==> src/rtl/instr_encoder_loader_pkg.sv <==
// Shared encoding constants, request op enum and loader FSM states
// for the MIPS instruction encoder/loader.
package instr_enc_pkg;

    typedef enum logic [4:0] {
        OP_ADD   = 5'd0,
        OP_ADDU  = 5'd1,
        OP_SUB   = 5'd2,
        OP_SUBU  = 5'd3,
        OP_AND   = 5'd4,
        OP_OR    = 5'd5,
        OP_NOR   = 5'd6,
        OP_SLTU  = 5'd7,
        OP_SLL   = 5'd8,
        OP_SRL   = 5'd9,
        OP_ADDIU = 5'd10,
        OP_ANDI  = 5'd11,
        OP_ORI   = 5'd12,
        OP_BEQ   = 5'd13,
        OP_LW    = 5'd14,
        OP_SW    = 5'd15,
        OP_J     = 5'd16
    } op_e;

    localparam logic [5:0] OPC_RTYPE = 6'b000000;
    localparam logic [5:0] OPC_ADDIU = 6'b001001;
    localparam logic [5:0] OPC_ANDI  = 6'b001100;
    localparam logic [5:0] OPC_ORI   = 6'b001101;
    localparam logic [5:0] OPC_BEQ   = 6'b000100;
    localparam logic [5:0] OPC_LW    = 6'b100011;
    localparam logic [5:0] OPC_SW    = 6'b101011;
    localparam logic [5:0] OPC_J     = 6'b000010;

    localparam logic [5:0] FN_ADD  = 6'b100000;
    localparam logic [5:0] FN_ADDU = 6'b100001;
    localparam logic [5:0] FN_SUB  = 6'b100010;
    localparam logic [5:0] FN_SUBU = 6'b100011;
    localparam logic [5:0] FN_AND  = 6'b100100;
    localparam logic [5:0] FN_OR   = 6'b100101;
    localparam logic [5:0] FN_NOR  = 6'b100111;
    localparam logic [5:0] FN_SLTU = 6'b101011;
    localparam logic [5:0] FN_SLL  = 6'b000000;
    localparam logic [5:0] FN_SRL  = 6'b000010;

    typedef enum logic [1:0] {
        ST_IDLE = 2'd0,
        ST_LOAD = 2'd1,
        ST_DONE = 2'd2
    } state_e;

endpackage

==> src/rtl/instr_field_pack.sv <==
// Combinational encoding table: symbolic op plus fields to a 32-bit
// MIPS word; legal_o drops for selectors outside the supported set.
module instr_field_pack
    import instr_enc_pkg::*;
(
    input  logic [4:0]  op_i,
    input  logic [4:0]  rs_i,
    input  logic [4:0]  rt_i,
    input  logic [4:0]  rd_i,
    input  logic [4:0]  shamt_i,
    input  logic [25:0] imm_i,
    output logic [31:0] word_o,
    output logic        legal_o
);

    logic [5:0] funct;
    logic [5:0] opc;
    logic       is_r;
    logic       is_i;
    logic       is_j;
    logic       is_sh;

    always_comb begin
        funct = FN_ADD;
        opc   = OPC_RTYPE;
        is_r  = 1'b0;
        is_i  = 1'b0;
        is_j  = 1'b0;
        is_sh = 1'b0;
        case (op_i)
            OP_ADD:   begin is_r = 1'b1; funct = FN_ADD;  end
            OP_ADDU:  begin is_r = 1'b1; funct = FN_ADDU; end
            OP_SUB:   begin is_r = 1'b1; funct = FN_SUB;  end
            OP_SUBU:  begin is_r = 1'b1; funct = FN_SUBU; end
            OP_AND:   begin is_r = 1'b1; funct = FN_AND;  end
            OP_OR:    begin is_r = 1'b1; funct = FN_OR;   end
            OP_NOR:   begin is_r = 1'b1; funct = FN_NOR;  end
            OP_SLTU:  begin is_r = 1'b1; funct = FN_SLTU; end
            OP_SLL:   begin is_r = 1'b1; is_sh = 1'b1; funct = FN_SLL; end
            OP_SRL:   begin is_r = 1'b1; is_sh = 1'b1; funct = FN_SRL; end
            OP_ADDIU: begin is_i = 1'b1; opc = OPC_ADDIU; end
            OP_ANDI:  begin is_i = 1'b1; opc = OPC_ANDI;  end
            OP_ORI:   begin is_i = 1'b1; opc = OPC_ORI;   end
            OP_BEQ:   begin is_i = 1'b1; opc = OPC_BEQ;   end
            OP_LW:    begin is_i = 1'b1; opc = OPC_LW;    end
            OP_SW:    begin is_i = 1'b1; opc = OPC_SW;    end
            OP_J:     begin is_j = 1'b1; end
            default:  ;
        endcase
    end

    // Shifts take their source from rt, so rs is zeroed; others zero shamt.
    always_comb begin
        word_o = '0;
        if (is_r) begin
            word_o = {OPC_RTYPE,
                      is_sh ? 5'd0 : rs_i,
                      rt_i, rd_i,
                      is_sh ? shamt_i : 5'd0,
                      funct};
        end else if (is_i) begin
            word_o = {opc, rs_i, rt_i, imm_i[15:0]};
        end else if (is_j) begin
            word_o = {OPC_J, imm_i};
        end
    end

    assign legal_o = is_r | is_i | is_j;

endmodule

==> src/rtl/instr_encoder_loader.sv <==
// Session FSM and one-stage output register streaming encoded words
// with sequential addresses into the instruction-memory write port.
module instr_encoder_loader
    import instr_enc_pkg::*;
#(
    parameter int AW = 10,
    parameter int LW = 10
) (
    input  logic          clk,
    input  logic          rst,
    input  logic          start,
    input  logic [AW-1:0] base_addr,
    input  logic [LW-1:0] length,
    input  logic          in_valid,
    output logic          in_ready,
    input  logic [4:0]    in_op,
    input  logic [4:0]    in_rs,
    input  logic [4:0]    in_rt,
    input  logic [4:0]    in_rd,
    input  logic [4:0]    in_shamt,
    input  logic [25:0]   in_imm,
    output logic          out_valid,
    input  logic          out_ready,
    output logic [31:0]   out_word,
    output logic [AW-1:0] out_addr,
    output logic          busy,
    output logic          done,
    output logic          err
);

    state_e        state_q, state_d;
    logic [AW-1:0] addr_q, addr_d;
    logic [LW-1:0] rem_q, rem_d;
    logic [LW-1:0] acc_q, acc_d;
    logic [LW-1:0] len_q, len_d;
    logic          done_q, done_d;
    logic          err_q, err_d;
    logic          ov_q, ov_d;
    logic [31:0]   ow_q, ow_d;

    logic [31:0]   enc_word;
    logic          enc_legal;
    logic          in_fire;
    logic          out_fire;

    instr_field_pack u_pack (
        .op_i    (in_op),
        .rs_i    (in_rs),
        .rt_i    (in_rt),
        .rd_i    (in_rd),
        .shamt_i (in_shamt),
        .imm_i   (in_imm),
        .word_o  (enc_word),
        .legal_o (enc_legal)
    );

    // acc_q counts legal accepts so the bench side can never over-fill.
    assign in_ready = (state_q == ST_LOAD) && (!ov_q || out_ready)
                      && (acc_q < len_q);
    assign in_fire  = in_valid && in_ready;
    assign out_fire = ov_q && out_ready;

    always_comb begin
        state_d = state_q;
        addr_d  = addr_q;
        rem_d   = rem_q;
        acc_d   = acc_q;
        len_d   = len_q;
        done_d  = done_q;
        err_d   = err_q;
        ov_d    = ov_q;
        ow_d    = ow_q;
        case (state_q)
            ST_IDLE, ST_DONE: begin
                if (start) begin
                    addr_d = base_addr;
                    rem_d  = length;
                    len_d  = length;
                    acc_d  = '0;
                    err_d  = 1'b0;
                    ov_d   = 1'b0;
                    if (length == '0) begin
                        state_d = ST_DONE;
                        done_d  = 1'b1;
                    end else begin
                        state_d = ST_LOAD;
                        done_d  = 1'b0;
                    end
                end
            end
            ST_LOAD: begin
                if (out_fire) begin
                    ov_d   = 1'b0;
                    addr_d = addr_q + AW'(1);
                    rem_d  = rem_q - LW'(1);
                    if (rem_q == LW'(1)) begin
                        state_d = ST_DONE;
                        done_d  = 1'b1;
                    end
                end
                if (in_fire) begin
                    if (enc_legal) begin
                        ov_d  = 1'b1;
                        ow_d  = enc_word;
                        acc_d = acc_q + LW'(1);
                    end else begin
                        err_d = 1'b1;
                    end
                end
            end
            default: state_d = ST_IDLE;
        endcase
    end

    always_ff @(posedge clk) begin
        if (rst) begin
            state_q <= ST_IDLE;
            addr_q  <= '0;
            rem_q   <= '0;
            acc_q   <= '0;
            len_q   <= '0;
            done_q  <= 1'b0;
            err_q   <= 1'b0;
            ov_q    <= 1'b0;
            ow_q    <= '0;
        end else begin
            state_q <= state_d;
            addr_q  <= addr_d;
            rem_q   <= rem_d;
            acc_q   <= acc_d;
            len_q   <= len_d;
            done_q  <= done_d;
            err_q   <= err_d;
            ov_q    <= ov_d;
            ow_q    <= ow_d;
        end
    end

    assign out_valid = ov_q;
    assign out_word  = ow_q;
    assign out_addr  = addr_q;
    assign busy      = (state_q == ST_LOAD);
    assign done      = done_q;
    assign err       = err_q;

endmodule

==> config.mk <==
export PLATFORM = sky130hd
export DESIGN_NAME = instr_encoder_loader
export DESIGN_NICKNAME = d
export VERILOG_FILES = /design/src/rtl/instr_encoder_loader_pkg.sv /design/src/rtl/instr_field_pack.sv /design/src/rtl/instr_encoder_loader.sv
export SDC_FILE = /design/constraint.sdc
export NUM_CORES = 1
export LEC_CHECK = 0
export CAP_MARGIN = 40
export CELL_PAD_IN_SITES_DETAIL_PLACEMENT = 0
export CELL_PAD_IN_SITES_GLOBAL_PLACEMENT = 1
export CORE_ASPECT_RATIO = 0.9
export CORE_MARGIN = 2
export CORE_UTILIZATION = 31
export CTS_CLUSTER_DIAMETER = 120
export CTS_CLUSTER_SIZE = 30
export DETAILED_ROUTE_END_ITERATION = 8
export HOLD_SLACK_MARGIN = 0.03
export PLACE_DENSITY = 0.77
export RECOVER_POWER = 100
export SYNTH_ARGS = -nofsm -noshare
export SYNTH_HDL_FRONTEND = slang
export SYNTH_SLANG_ARGS = --single-unit
export TNS_END_PERCENT = 30
==> constraint.sdc <==
create_clock -name clk -period 1.93 [get_ports clk]
set_input_delay 0.193 -clock clk [delete_from_list [all_inputs] [get_ports clk]]
set_output_delay 0.193 -clock clk [all_outputs]
set_load 0.01 [all_outputs]
# ---- Yosys cells after proc, flatten, opt, wreduce, memory -nomap -nowiden
# Cells that the tools add are included.
dict set report word_totals {
  register_bits 77
  ram_bits 0
  latch_bits 0
  mem_count 0
  inputBits 76
  romBits 0
  out_inout_bits 47
  wordCells 101
}
dict set report classes {
  n_addsub 3
  n_eq_ne 25
  n_lt_le_gt_ge 1
  bitwise_logic 2
  n_shift 0
  reduce_logical 22
  n_mux 39
  multipliers 0
  div 0
}
# cell n
set op_table {}
lappend op_table {{$mux W10} 7}
lappend op_table {{$mux W32} 2}
lappend op_table {{$pmux W10 S2} 3}
lappend op_table {{$pmux W6 S9} 1}
lappend op_table {{$eq A5 B4 Y1 const B} 8}
lappend op_table {{$pmux W6 S6} 1}
lappend op_table {{$mux W28} 1}
lappend op_table {{$add A10 B1 Y10 const B} 2}
lappend op_table {{$eq A5 B3 Y1 const B} 4}
lappend op_table {{$mux W1} 14}
lappend op_table {{$reduce_and A4 Y1} 3}
lappend op_table {{$eq A10 B1 Y1 const B} 1}
lappend op_table {{$eq A5 B2 Y1 const B} 2}
lappend op_table {{$logic_not A10 Y1} 1}
lappend op_table {{$lt A10 B10 Y1} 1}
lappend op_table {{$mux W5} 2}
lappend op_table {{$reduce_or A10 Y1} 1}
lappend op_table {{$sub A10 B1 Y10 const B} 1}
lappend op_table {{$reduce_and A3 Y1} 3}
lappend op_table {{$mux W2} 4}
lappend op_table {{$ne A2 B1 Y1 const B} 4}
lappend op_table {{$pmux W1 S2} 3}
lappend op_table {{$reduce_or A6 Y1} 1}
lappend op_table {{$eq A5 B1 Y1 const B} 1}
lappend op_table {{14 further kinds} 21}

# ---- Longest topological paths before layout
dict set report logic_depth {
  depth_word 8
  ltp_mapped 10
}

# ---- Cells and area by module
# From an unflattened synthesis, not the netlist that was laid out.
dict set report hier_totals {
  hier_cells 573
  hier_area_um2 4340.4
}
# module area_each_um2 cells_each n_inst
set by_module_without_submodules {}
lappend by_module_without_submodules {instr_encoder_loader 3673.5 478 1}
lappend by_module_without_submodules {instr_field_pack 666.9 95 1}

# ---- Worst setup path after synthesis
# OpenSTA, ideal clock, no wires.
dict set report synth_path {
  path_kind {register to register}
  startpoint {register len_q[7]}
  endpoint {register acc_q[0]}
  setup_time_ns 0.070
  period_less_slack_ns 2.021
  path_slack_ns -0.091
  stages_incl_launch_ff 10
  arrival_ns 1.951
  cell_sequence {dfxtp_1 -> inv_1 -> ha_1 -> nand4_1 -> or2_2 -> o32ai_1 -> buf_2 -> clkbuf_1 -> o211ai_1 -> a21oi_1}
}
dict set report synth_between {
  elab_chain_cells 5
}
# element line_no
set synth_lines {}
lappend synth_lines {{start: declaration} instr_encoder_loader.sv:35} ;# logic [LW-1:0] len_q, len_d;
lappend synth_lines {{start signal: assignment} instr_encoder_loader.sv:131} ;# len_q <= len_d;
lappend synth_lines {{$lt A10 B10 Y1} instr_encoder_loader.sv:59} ;# && (acc_q < len_q);
lappend synth_lines {{$logic_and A1 B1 Y1} instr_encoder_loader.sv:59}
lappend synth_lines {{$logic_and A1 B1 Y1} instr_encoder_loader.sv:60} ;# assign in_fire = in_valid && in_ready;
lappend synth_lines {{$ne A2 B1 Y1 (no line)} n/a}
lappend synth_lines {{$reduce_and A4 Y1 (no line)} n/a}
lappend synth_lines {{end signal: assignment} instr_encoder_loader.sv:120} ;# acc_q <= '0;
lappend synth_lines {{end signal: assignment} instr_encoder_loader.sv:130} ;# acc_q <= acc_d;
lappend synth_lines {{end: declaration} instr_encoder_loader.sv:34} ;# logic [LW-1:0] acc_q, acc_d;
# Every way passes these cells.
# A chain may end at the register's enable or synchronous reset.

# ---- Worst setup path after layout
dict set report layout_path {
  startpoint {register len_q[7]}
  endpoint {output port in_ready}
}
dict set report layout_between {
  elab_chain_cells 2
}
# element line_no
set layout_lines {}
lappend layout_lines {{$lt A10 B10 Y1} instr_encoder_loader.sv:59}
lappend layout_lines {{$logic_and A1 B1 Y1} instr_encoder_loader.sv:59}
lappend layout_lines {{end: declaration} instr_encoder_loader.sv:15} ;# output logic in_ready,
# Every way passes these cells.

==> flow_metrics.env <==
export IMPL_outcome="finished, violations left"
export IMPL_violations="negative setup slack"
export IMPL_grt_pass1_wl_mm=22.2
export IMPL_rr_worst_depth=9
export IMPL_first_global_vias=4455
export IMPL_syn_inst=528
export IMPL_synth_simple_gate_area_share_pct=21.4
export IMPL_portBuffers=121
export IMPL_ys_async_sr_fraction_pct=0
export IMPL_dr_first_iter_drc_count=259
export IMPL_synth_edf_count=0
export IMPL_antenna_found_initial=0
export IMPL_design_core_area_um2=13200
export IMPL_die_h_um=114
export IMPL_endpoint="in_ready"
export IMPL_power_leakage_nw=2.50
export IMPL_die_x_um=126
export IMPL_dieArea_um2=14300
export IMPL_clockRootBuffer="clkbuf_16"
export IMPL_cts_made_buffers=9
export IMPL_routed_wl_mm=14.2
export IMPL_final_period_utilization_pct=109
export IMPL_start_kind="register"
export IMPL_finalSetupViolations=34
export IMPL_endpoint_kind="output port"
export IMPL_seq_area_frac_synth_pct=36.8
export IMPL_clk_pin_slew_worst_paths_ns=0.06
export IMPL_min_period_ns=2.11
export IMPL_clock_sinks=76
export IMPL_worstHoldPathType="in -> reg"
export IMPL_nNetsFinal=774
export IMPL_crit_type="reg -> out"
export IMPL_cts_tree="built"
export IMPL_synth_main_ff_cell="dfxtp_1"
export IMPL_stdcell_area_um2=6580
export IMPL_reg2reg_setup_slack_ns=-0.14
export IMPL_ant_nets=0
export IMPL_syn_nets=617
export IMPL_synth_fa_ha_area_share_pct=4.18
export IMPL_post_dp_hpwl_mm=9.95
export IMPL_gr_total_overflow=0
export IMPL_hold_viol_final=0
export IMPL_drt_vias_per_instance=5.31
export IMPL_maxSlewViolCount=0
export IMPL_syn_to_final_growth_pct=59.3
export IMPL_synth_compound_area_share_pct=30.1
export IMPL_vias=4559
export IMPL_power_density_nw_per_um2=672
export IMPL_ys_ff_latch=76
export IMPL_synth_top_family_by_area="compound AO/OA/AOI/OAI gates"
export IMPL_clk_latency_ns=0.33
export IMPL_max_freq_mhz=473
export IMPL_rsz0062_at_grt="true"
export IMPL_syn_avg_cell_area_um2=7.82
export IMPL_row_count=40
export IMPL_synth_xor_area_share_pct=0.212
export IMPL_hold_start="rst"
export IMPL_critPathLaunch="len_q[7]"
export IMPL_first_pass_iters=5
export IMPL_cts_hold_buffers=0
export IMPL_muxShareOfSynthArea_pct=0.969
export IMPL_grtUsageTotal_pct=19.1
export IMPL_final_common_cell="clkdlybuf4s50_1"
export IMPL_worst_ir_drop_vdd_mv=0.377
export IMPL_wire_per_inst_um=16.6
export IMPL_start_util_pct=31.4
export IMPL_grt_max_degree=44
export IMPL_htreeDepth=3
export IMPL_pre_cts_slack_ns=-0.349
export IMPL_cap_violations=0
export IMPL_antennaDiodeCount=0
export IMPL_hold_ws_ns=0.291
export IMPL_worst_ep_required_time_ns=1.74
export IMPL_mostFrequentLayoutCells="clkdlybuf4s50_1, a21oi_1, dfxtp_1"
export IMPL_drive_gt1_share_pct=21.7
export IMPL_dpl_cell_area_um2=5900
export IMPL_place_congestion=0.857
export IMPL_yosysWarnings=0
export IMPL_setup_slack_ns=-0.183
export IMPL_crit_path_max_fanout=3
export IMPL_r2r_end="acc_q[2]"
export IMPL_num_io_pins=123
export IMPL_skew_ns=0.00652
export IMPL_rr_startpoint="len_q[7]"
export IMPL_drc=0
export IMPL_ys_types=58
export IMPL_clock_path_buffers=2
export IMPL_arrival_ns=1.92
export IMPL_synth_cell_area_um2=4130
## cell type report
type                    instances  area [µm²]
repair buffers                188        1780
clock inverters                 4        47.5
multi-input cells             394        2700
well taps                     168         210
inverters                      16        60.1
clock buffers                  12         256
flip-flops and latches         76        1540
fillers                      1279        6580
## worst max-delay path: stages (launching register included)
cell and delay (ns):
dfxtp_2 0.33, inv_2 0.05, ha_4 0.26, nand4_1 0.20
buf_4 0.22, o32ai_4 0.28, nor2_1 0.09, buf_2 0.16
## cell usage after synthesis (7+ instances only)
cell type	n	area share, %
and3_1	9	1.4
buf_2	7	0.85
or3_1	7	1.1
or4_1	7	1.3
ha_1	13	3.9
nor3_1	8	0.97
a22oi_1	25	4.5
nor2_1	33	3.0
inv_1	14	1.3
o21ai_0	25	3.0
nand3_1	13	1.6
a211oi_1	27	4.9
a31oi_1	8	1.2
a21oi_1	77	9.3
nand2_1	63	5.7
clkbuf_1	27	2.5
dfxtp_1	76	37
## stage by stage
stage                     setup TNS [ns]  cells  power, mW  utilization (%)
after CTS                          -2.47    856       4.44             48.9
after global routing               -5.95    858       4.62             50.0
final                              -2.60    858       4.42             50.0
after floorplan                        0    528       2.19                -
after detailed placement          -11.28    836       2.67             44.8
after global placement             -9.91    836       2.65             44.8
## routing by layer
| layer | track usage, % | wire length, µm |
|---|---|---|
| met3 | 3.24 | 562 |
| met1 | 24.9 | 6540 |
| met4 | 8.15 | 283 |
| met2 | 31.5 | 6830 |
| met5 | 0 | 0 |
## cell families (layout without fill, tap and decap cells)
group	after synthesis	count (layout)
flip-flops	76	76
AND/OR/NAND/NOR	177	178
AO/OA/AOI/OAI	196	196
adder cells (fa/ha/maj)	14	14
buffers and inverters	59	220
other	1	1
XOR/XNOR	1	1
multiplexers	4	4
## worst min path at each step
stage,to,slack (ns),cells after the start
after CTS,out_word[4],0.27,2
final,out_word[29],0.29,2
after detailed placement,len_q[0],0.45,2
after floorplan,len_q[1],0.33,2
after global routing,out_word[29],0.30,2
after global placement,len_q[5],0.45,2
## power breakdown
part	internal, mW	leakage (nW)	switching, mW	total, mW
combinational	0.490	1.73	0.525	1.01
sequential	1.63	0.622	0.0559	1.69
clock	1.07	0.149	0.649	1.72
total	3.19	2.50	1.23	4.42
## repair_timing
| action | CTS | global route |
|---|---|---|
| pin swaps | 10 | 3 |
| hold endpoints to repair | 0 | 0 |
| setup buffers | 2 | 1 |
| gates resized for setup | 49 | 32 |
| gates cloned | 2 | 1 |
| endpoints found under the setup margin | 44 | 47 |
## registers in the layout, summed over array words and instances (netlist names)
name / flops
out_word: 31
acc_q: 10
len_q: 10
out_addr: 10
rem_q: 10
state_q: 2
done: 1
err: 1
out_valid: 1
No activity file was read; power rests on OpenSTA's default activity.
